===== src/rtl/keypad_pkg.sv =====
// Shared definitions for the keypad number-entry block: key codes,
// scanner states, column reset pattern and key-map helpers.
package keypad_pkg;

   localparam logic [3:0] KEY_BACK  = 4'hA;
   localparam logic [3:0] KEY_CLR   = 4'hE;
   localparam logic [3:0] KEY_ENT   = 4'hF;
   localparam logic [3:0] COL_RESET = 4'b1110;

   typedef enum logic [1:0] {
      SCAN     = 2'd0,
      DEBOUNCE = 2'd1,
      ACCEPT   = 2'd2,
      HELD     = 2'd3
   } scan_state_e;

   // Physical keypad layout: row-major position -> key code
   function automatic logic [3:0] key_lookup(input logic [1:0] r, input logic [1:0] c);
      logic [3:0] k;
      k = 4'h0;
      case ({r, c})
         4'd0:  k = 4'h1;
         4'd1:  k = 4'h2;
         4'd2:  k = 4'h3;
         4'd3:  k = 4'hA;
         4'd4:  k = 4'h4;
         4'd5:  k = 4'h5;
         4'd6:  k = 4'h6;
         4'd7:  k = 4'hB;
         4'd8:  k = 4'h7;
         4'd9:  k = 4'h8;
         4'd10: k = 4'h9;
         4'd11: k = 4'hC;
         4'd12: k = 4'hE;
         4'd13: k = 4'h0;
         4'd14: k = 4'hF;
         default: k = 4'hD;
      endcase
      return k;
   endfunction

   // Index of the column currently driven low (one-hot-low input)
   function automatic logic [1:0] col_index(input logic [3:0] col_n);
      logic [1:0] idx;
      idx = 2'd0;
      if (!col_n[1])      idx = 2'd1;
      else if (!col_n[2]) idx = 2'd2;
      else if (!col_n[3]) idx = 2'd3;
      return idx;
   endfunction

endpackage


===== src/rtl/keypad_accum.sv =====
// Operand accumulator: turns accepted key codes into a decimal number,
// digit count and an enter pulse. Updates on the same edge the strobe
// register rises, so outputs line up with key_strobe.
module keypad_accum
   import keypad_pkg::*;
#(
   parameter int DIGITS = 4,
   parameter int NUM_W  = 14
) (
   input  logic             clk,
   input  logic             rst,
   input  logic [3:0]       key_code,
   input  logic             key_strobe,
   output logic [NUM_W-1:0] number,
   output logic [2:0]       digit_cnt,
   output logic             num_valid
);

   localparam logic [2:0] MAX_DIG = 3'(DIGITS);

   logic [NUM_W-1:0] number_q, number_d;
   logic [2:0]       cnt_q, cnt_d;
   logic             done_q, done_d;
   logic             valid_q, valid_d;

   // n*10 + d built from shifts at NUM_W+4 bits, then truncated
   function automatic logic [NUM_W-1:0] times10_plus(input logic [NUM_W-1:0] n,
                                                     input logic [3:0] d);
      logic [NUM_W+3:0] w;
      w = ({4'b0, n} << 3) + ({4'b0, n} << 1) + {{NUM_W{1'b0}}, d};
      return w[NUM_W-1:0];
   endfunction

   // Edit action for the accepted key
   always_comb begin
      number_d = number_q;
      cnt_d    = cnt_q;
      done_d   = done_q;
      valid_d  = 1'b0;
      if (key_strobe) begin
         case (key_code)
            KEY_BACK: begin
               if (cnt_q != 3'd0) begin
                  number_d = number_q / NUM_W'(10);
                  cnt_d    = cnt_q - 3'd1;
               end
               done_d = 1'b0;
            end
            KEY_CLR: begin
               number_d = '0;
               cnt_d    = 3'd0;
               done_d   = 1'b0;
            end
            KEY_ENT: begin
               valid_d = 1'b1;
               done_d  = 1'b1;
            end
            default: begin
               if (key_code <= 4'd9) begin
                  if (done_q) begin
                     number_d = NUM_W'(key_code);
                     cnt_d    = 3'd1;
                     done_d   = 1'b0;
                  end else if (cnt_q < MAX_DIG) begin
                     number_d = times10_plus(number_q, key_code);
                     cnt_d    = cnt_q + 3'd1;
                  end
               end
            end
         endcase
      end
   end

   // Operand state registers
   always_ff @(posedge clk or posedge rst) begin
      if (rst) begin
         number_q <= '0;
         cnt_q    <= 3'd0;
         done_q   <= 1'b0;
         valid_q  <= 1'b0;
      end else begin
         number_q <= number_d;
         cnt_q    <= cnt_d;
         done_q   <= done_d;
         valid_q  <= valid_d;
      end
   end

   assign number    = number_q;
   assign digit_cnt = cnt_q;
   assign num_valid = valid_q;

endmodule


===== src/rtl/keypad_number_entry.sv =====
// 4x4 keypad scanner with debounce feeding a decimal operand accumulator.
// Columns are driven low one slot at a time; rows are sampled on the last
// cycle of each slot through a 2-flop synchronizer.
module keypad_number_entry
   import keypad_pkg::*;
#(
   parameter int SCAN_DIV       = 3000,
   parameter int DEBOUNCE_SCANS = 4,
   parameter int DIGITS         = 4,
   parameter int NUM_W          = 14
) (
   input  logic             clk,
   input  logic             rst,
   input  logic [3:0]       row,
   output logic [3:0]       col,
   output logic [NUM_W-1:0] number,
   output logic [2:0]       digit_cnt,
   output logic [3:0]       key_code,
   output logic             key_strobe,
   output logic             num_valid
);

   localparam int SLOT_W = (SCAN_DIV > 1) ? $clog2(SCAN_DIV) : 1;
   localparam int CNT_W  = $clog2(DEBOUNCE_SCANS + 1);
   localparam logic [SLOT_W-1:0] SLOT_LAST = SLOT_W'(SCAN_DIV - 1);
   localparam logic [CNT_W-1:0]  CNT_DONE  = CNT_W'(DEBOUNCE_SCANS);
   localparam logic [CNT_W-1:0]  CNT_ONE   = CNT_W'(1);

   logic [3:0]        row_meta_q, row_sync_q;
   logic [SLOT_W-1:0] slot_q;
   scan_state_e       state_q, state_d;
   logic [3:0]        col_q, col_d;
   logic [3:0]        cand_q, cand_d;
   logic [CNT_W-1:0]  cnt_q, cnt_d;
   logic [CNT_W-1:0]  cnt_inc;
   logic [3:0]        key_code_q, key_code_d;
   logic              key_strobe_q, key_strobe_d;
   logic              sample;
   logic              key_any;
   logic [1:0]        row_idx;
   logic [3:0]        key_now;

   // Bring the asynchronous row lines into the clock domain
   always_ff @(posedge clk or posedge rst) begin
      if (rst) begin
         row_meta_q <= 4'hF;
         row_sync_q <= 4'hF;
      end else begin
         row_meta_q <= row;
         row_sync_q <= row_meta_q;
      end
   end

   // Slot timer; the last cycle of each slot is the row sample point
   always_ff @(posedge clk or posedge rst) begin
      if (rst)                   slot_q <= '0;
      else if (slot_q == SLOT_LAST) slot_q <= '0;
      else                       slot_q <= slot_q + 1'b1;
   end

   assign sample  = (slot_q == SLOT_LAST);
   assign key_any = ~&row_sync_q;
   assign cnt_inc = cnt_q + 1'b1;
   assign key_now = key_lookup(row_idx, col_index(col_q));

   // Lowest active row wins when several rows are low
   always_comb begin
      row_idx = 2'd3;
      if (!row_sync_q[0])      row_idx = 2'd0;
      else if (!row_sync_q[1]) row_idx = 2'd1;
      else if (!row_sync_q[2]) row_idx = 2'd2;
   end

   // Scanner FSM next state: rotate, debounce press, strobe, await release
   always_comb begin
      state_d      = state_q;
      col_d        = col_q;
      cand_d       = cand_q;
      cnt_d        = cnt_q;
      key_code_d   = key_code_q;
      key_strobe_d = 1'b0;
      case (state_q)
         SCAN: begin
            if (sample) begin
               if (key_any) begin
                  cand_d = key_now;
                  cnt_d  = CNT_ONE;
                  if (CNT_ONE >= CNT_DONE) begin
                     state_d      = ACCEPT;
                     key_strobe_d = 1'b1;
                     key_code_d   = key_now;
                  end else begin
                     state_d = DEBOUNCE;
                  end
               end else begin
                  col_d = {col_q[2:0], col_q[3]};
               end
            end
         end
         DEBOUNCE: begin
            if (sample) begin
               if (key_any && (key_now == cand_q)) begin
                  cnt_d = cnt_inc;
                  if (cnt_inc >= CNT_DONE) begin
                     state_d      = ACCEPT;
                     key_strobe_d = 1'b1;
                     key_code_d   = cand_q;
                  end
               end else begin
                  state_d = SCAN;
               end
            end
         end
         ACCEPT: begin
            state_d = HELD;
            cnt_d   = '0;
         end
         HELD: begin
            if (sample) begin
               if (!key_any) begin
                  if (cnt_inc >= CNT_DONE) begin
                     state_d = SCAN;
                     cnt_d   = '0;
                  end else begin
                     cnt_d = cnt_inc;
                  end
               end else begin
                  cnt_d = '0;
               end
            end
         end
         default: state_d = SCAN;
      endcase
   end

   // Scanner state registers
   always_ff @(posedge clk or posedge rst) begin
      if (rst) begin
         state_q      <= SCAN;
         col_q        <= COL_RESET;
         cand_q       <= 4'h0;
         cnt_q        <= '0;
         key_code_q   <= 4'h0;
         key_strobe_q <= 1'b0;
      end else begin
         state_q      <= state_d;
         col_q        <= col_d;
         cand_q       <= cand_d;
         cnt_q        <= cnt_d;
         key_code_q   <= key_code_d;
         key_strobe_q <= key_strobe_d;
      end
   end

   // Fed with next-state values so the operand changes with the strobe
   keypad_accum #(
      .DIGITS (DIGITS),
      .NUM_W  (NUM_W)
   ) u_accum (
      .clk        (clk),
      .rst        (rst),
      .key_code   (key_code_d),
      .key_strobe (key_strobe_d),
      .number     (number),
      .digit_cnt  (digit_cnt),
      .num_valid  (num_valid)
   );

   assign col        = col_q;
   assign key_code   = key_code_q;
   assign key_strobe = key_strobe_q;

endmodule


===== config.mk =====
export PLATFORM = sky130hd
export DESIGN_NAME = keypad_number_entry
export DESIGN_NICKNAME = d
export VERILOG_FILES = /design/src/rtl/keypad_pkg.sv /design/src/rtl/keypad_accum.sv /design/src/rtl/keypad_number_entry.sv
export SDC_FILE = /design/constraint.sdc
export NUM_CORES = 1
export LEC_CHECK = 0
export ABC_AREA = 1
export CORE_UTILIZATION = 59
export DETAILED_ROUTE_END_ITERATION = 8
export PLACE_DENSITY_LB_ADDON = 0.25
export SETUP_SLACK_MARGIN = 0.1
export SLEW_MARGIN = 40
export SYNTH_ARGS = -nofsm -noshare
export SYNTH_HDL_FRONTEND = slang
export SYNTH_SLANG_ARGS = --single-unit

===== constraint.sdc =====
create_clock -name clk -period 5.3 [get_ports clk]
set_input_delay 0.795 -clock clk [delete_from_list [all_inputs] [get_ports clk]]
set_output_delay 0.795 -clock clk [all_outputs]
set_load 0.01 [all_outputs]

# After elaboration in Yosys (flattened, before gate mapping)
# Memories as Yosys holds them, arrays and structs flattened.
# Cells that the tools add are included.
# word_totals
memories,1
rom_bits,64
inputBits,6
reg_bits,57
# memory_table
memory,depth,word_bits,read_ports,rd_ports_with_merged_regs,write_ports,line,rtl
(no name shown),16,4,1,0,0,keypad_pkg.sv:21,"case ({r, c})"
# classes
n_reduce_logical,15
div,1
muxes,46
add_sub_neg,6
n_eq_ne,17
bitwise_logic,2
magnitude_cmp,3
# op_table
op,count
14-bit two-way mux,4
14-bit one-hot mux with 3 select lines,1
3-bit two-way mux,11
2-bit two-way mux,13
4-bit two-way mux,4
14-bit adder,1
14-bit by 4-bit adder with 14-bit output,1
"14-bit by 4-bit divider with 14-bit output, second input constant",1
"2-bit inequality test, second input constant",7
"12-bit by 1-bit adder with 12-bit output, second input constant",1
"12-bit equality test, second input constant",1
"4-bit equality test, second input constant",3
12-bit two-way mux,1
3-bit one-hot mux with 4 select lines,1
5-bit AND reduction,2
3-bit one-hot mux with 3 select lines,1
3-bit nonzero test,3
1-bit two-way mux,8
2-bit one-hot mux with 4 select lines,1
7-bit AND reduction,1
"3-bit by 1-bit adder with 3-bit output, second input constant",2
6-bit AND reduction,1
"2-bit equality test, second input constant",2
4-bit equality test,1
other kinds (17),18

# Longest topological paths before layout
# An unclocked memory read counts as a cell.
# depth
depth_word,14
mapped_depth,45
mapped_depth_nobuf,45

# Modules after synthesis
# From an unflattened synthesis, not the netlist that was laid out.
# hier_totals
hier_cells,583
area_unflattened_um2,4191.5
# modules_own_cells
mod,cells_per_inst,area_each_um2,n_inst
keypad_accum,367,2392.3,1
keypad_number_entry,216,1799.2,1

# Worst setup path after synthesis
# Ideal clock, no wire load.
# synth_timing
path_type,reg2reg
start,"register col_q[2], in the netlist col[2]"
end,"register u_accum.number_q[12], in the netlist u_accum.number[12]"
n_path_buf,0
setup_slack_ns,0.823
stages_incl_launch_ff,25
synth_period_minus_slack_ns,4.477
setup_ns,0.129
arrival_time_ns,4.347
path_cell_list,dfstp_2 -> inv_1 -> o31ai_1 -> inv_1 -> a21oi_1 -> o22ai_1 -> a211oi_1 -> nand2_1 -> nor3_1 -> inv_1 -> o21ai_1 -> inv_1 -> fa_1 -> inv_1 -> fa_1 -> nand3_1 -> nand3_1 -> a21oi_1 -> o21bai_1 -> a21oi_1 -> o21ai_0 -> a21o_1 -> a21oi_1 -> xor2_1 -> o22ai_1
# synth_between
word_cells_on_any_way,25
# synth_rtl
item,line,rtl
"start, declared",keypad_number_entry.sv:32,"logic [3:0] col_q, col_d;"
"start signal, assigned",keypad_number_entry.sv:147,col_q <= col_d;
2-bit two-way mux,keypad_pkg.sv:47,else if (!col_n[2]) idx = 2'd2;
2-bit two-way mux,keypad_pkg.sv:46,if (!col_n[1]) idx = 2'd1;
memory 16 x 4 bit,-,
4-bit equality test,keypad_number_entry.sv:102,if (key_any && (key_now == cand_q)) begin
1-bit logical AND,keypad_number_entry.sv:102,
1-bit two-way mux,keypad_number_entry.sv:102,
1-bit two-way mux,keypad_number_entry.sv:101,if (sample) begin
1-bit two-way mux,keypad_number_entry.sv:82,case (state_q)
via key_strobe_d,keypad_number_entry.sv:37,"logic key_strobe_q, key_strobe_d;"
5-bit AND reduction (no source line),-,
"end signal, assigned",keypad_accum.sv:82,number_q <= number_d;
"end, declared",keypad_accum.sv:21,"logic [NUM_W-1:0] number_q, number_d;"
# The timed path passes the listed nets, and every way through them passes these cells. The select of a mux whose other input is x is not followed.
# A chain may end at the register's enable or synchronous reset.

# Worst setup path in the final report
# layout_timing
start,"register col_q[2], in the netlist col[2]"
end,"register u_accum.number_q[13], in the netlist u_accum.number[13]"
# Same word-level chain as after synthesis.

==> metrics.txt <==
Finished Layout Cells 717; Final Skew between 0.01 and 0.015 ns; Hold Crit Class register to register; Setup WS pre-CTS between 0.3 and 0.4 ns; starting density of the core between 60% and 70%; CTS tree yes; final hold vios 0; # setup viols final 0; Post-synth EDFFs 0; fraction of power consumed by sequential logic slightly above 50%; Seq. cell area about 1400 um2; CP top delay family compound AO/OA/AOI/OAI gates; total design power about 0.9 mW; RSZ-0062 raised after global routing false; Gate power share around 2.9%; Yosys reg bits 57; CTS Sinks 57; setup TNS 0 ns; Final Critical Period 4.79 ns; CTS root buffer clkbuf_8; DRC viols 0; Clock transition at path regs 0.07 ns; # diodes 0; status completed; Worst Setup Start Kind register; Design Area, Final roughly 5000 um2; minimum setup slack among reg-to-reg paths approximately 0.51 ns; synthesized area roughly 4300 um2; Yosys cell types 47; WHS approximately 0.36 ns; HPWL after DPL between 6000 and 7000 um; P_int between 0.6 and 0.7 mW; die area about 7600 um2; gr ovfl total 0; max_cap viols 0; TritonRoute pass-1 iters 5; CP Max Fanout 5; Crit Path Class register to register; # IOs 33; required time of the critical path around 5.6 ns; area of the multi-input gates about 2500 um2; Switching Share 23.9%; Top FF cell, synth dfrtp_1; Mapped Nets between 600 and 700; Placement Cell Area approximately 4700 um2; Syn Area/Cell 7.51 um2; NumNets Final roughly 650; final worst-path cycle share between 90 and 100%; WP buf/inv 7; PwrDens approximately 180 nW/um2; Psw about 0.21 mW; final worst slack roughly 0.5 ns; WL final roughly 9300 um; Worst VDD drop around 0.20 mV; YS warnings 0; actual slew at the worst max-slew pin about 0.7 ns; deepest clock path buffer count 2; max-slew violations 0; Vias/cell about 5.4; Inserted Clock Buffers 9; initial DRC count approximately 180; number of antenna-violating nets in the routed design 0; fillers ~570; layout cell share with drive strength beyond 1 between 10% and 20%; placed insts about 700; LEAKAGE approximately 2.6 nW; crit end category register; initial antenna violation count 0; Tot GR Track Use roughly a quarter; core area 6910 um2; DIE WIDTH 87.4 um; Rows 30; Area Overhead vs Synth 16.0%; vias in the first global route approximately 3,600; GP Congestion 0.859; post-synthesis cell count about 570; fmax 209 MHz; Data arrival, critical path roughly 5.0 ns; Skew-Pair Late Insertion Delay between 0.3 and 0.4 ns; critical path's slowest cell dfstp_2; Slew headroom 52.9%; Routed WL per cell about 13 um; first-pass GRT wire length roughly 16,000 um; largest net degree at the start of global routing 58; Util after Layout roughly 72%; Die H a little under 90 um; CTS H-tree lvls 3; Post-synth ARST share between 90% and 100%; Vias ~3,900; CTS Hold Buffers Added 0; sequential share of the synthesized area 33.5%; clock power share between 40% and 50%; CP max stage delay between 0.5 and 0.6 ns; Buffers on Ports 32
[cell families after synthesis]
family                     Yosys count  share of synthesized area (%)
AOI/OAI and AO/OA                  111                           15.4
xor gates and xnor gates            15                           3.05
and+or+nand+nor                    259                           29.7
adders and majority gates           29                           8.78
buffers and inverters               99                           8.84
muxes                                3                          0.785
DFF                                 57                           33.5
[layout by cell type, fill, tap and decap left out, types with 2 or more instances in the layout]
cell type / n
a21o_1: 3
a21oi_1: 25
a21oi_2: 3
a22oi_1: 4
a31oi_1: 2
buf_4: 6
clkbuf_8: 9
clkdlybuf4s50_1: 32
clkinvlp_4: 2
dfrtp_1: 46
dfstp_2: 11
fa_1: 2
ha_1: 27
inv_1: 75
inv_2: 18
mux2_2: 3
nand2_1: 128
nand2_2: 19
nand2_4: 9
nand3_1: 46
nand3_2: 9
nand3_4: 2
nand4_1: 9
nor2_1: 25
nor3_1: 5
o211ai_1: 5
o21ai_0: 42
o21ai_1: 6
o21bai_1: 3
o22ai_1: 4
or2_2: 3
xnor2_1: 6
xor2_1: 9
[layout make-up]
class / instances / area share, %
multi-input cells: 417 / 50.5
flip-flops and latches: 57 / 28.9
repair buffers: 38 / 7.32
inverters: 93 / 7.00
clock buffers: 10 / 2.56
well taps: 96 / 2.41
clock inverters: 6 / 1.35
[repair_timing]
item	CTS	global route
endpoints found under the setup margin	0	5
buffers inserted	0	3
resized for setup	0	9
[path summary, 6_finish.rpt]
kind,depth (start not counted),start,end
setup / recovery,30,col[2],u_accum.number[13]
hold / removal,0,row_meta_q[1],row_sync_q[1]
min in group asynchronous,3,rst,cand_q[2]
setup reg to reg,30,col[2],u_accum.number[13]
hold reg to reg,0,row_meta_q[1],row_sync_q[1]
max in group asynchronous,3,rst,u_accum.number[2]
[synthesized netlist by cell type (5+ instances only)]
| master | number | area, um2 |
|---|---|---|
| ha_1 | 27 | 338 |
| nor2_1 | 25 | 93.8 |
| nand3_2 | 9 | 90.1 |
| dfrtp_1 | 46 | 1150 |
| nand2_2 | 19 | 119 |
| xor2_1 | 9 | 78.8 |
| o21ai_0 | 42 | 210 |
| inv_1 | 79 | 297 |
| a21oi_1 | 26 | 130 |
| nand2_1 | 128 | 480 |
| dfstp_2 | 11 | 289 |
| o211ai_1 | 5 | 37.5 |
| nand4_1 | 9 | 56.3 |
| nand3_1 | 46 | 230 |
| inv_2 | 14 | 52.6 |
| o21ai_1 | 7 | 35.0 |
| xnor2_1 | 6 | 52.6 |
| nand2_4 | 9 | 101 |
| nor3_1 | 6 | 30.0 |
[sequential cells by signal, summed over array words and instances, names as in the netlist, named ones only]
name,cells
row_sync_q,4
u_accum.done_q,1
u_accum.digit_cnt,3
cand_q,4
key_code,4
row_meta_q,4
u_accum.num_valid,1
u_accum.number,14
key_strobe,1
col,4
slot_q,12
cnt_q,3
state_q,1
[worst register-to-register path, delay by kind of cell (launching register included)]
family	cells	cell delay, ns
buf+inv	7	0.57
fa+ha+maj	2	0.77
simple gates	8	0.87
flops	1	0.56
compound gates	12	1.79
xor+xnor	1	0.14
[metal layers]
layer	track usage, %	vias up	wire [um]
li1	-	1985	-
met3	5.88	6	354
met1	36.5	1818	4450
met4	4.92	0	64
met5	0	-	0
met2	44.0	82	4440
[power by group through the flow]
stage / combinational (mW) / clock (mW) / sequential, mW
floorplan: 0.0150 / 0 / 0.449
global placement: 0.0229 / 0 / 0.450
detailed placement: 0.0235 / 0 / 0.450
CTS: 0.0235 / 0.417 / 0.442
global route: 0.0291 / 0.431 / 0.442
finish: 0.0252 / 0.410 / 0.442
Note: power is estimated with default switching activity, not from simulation.
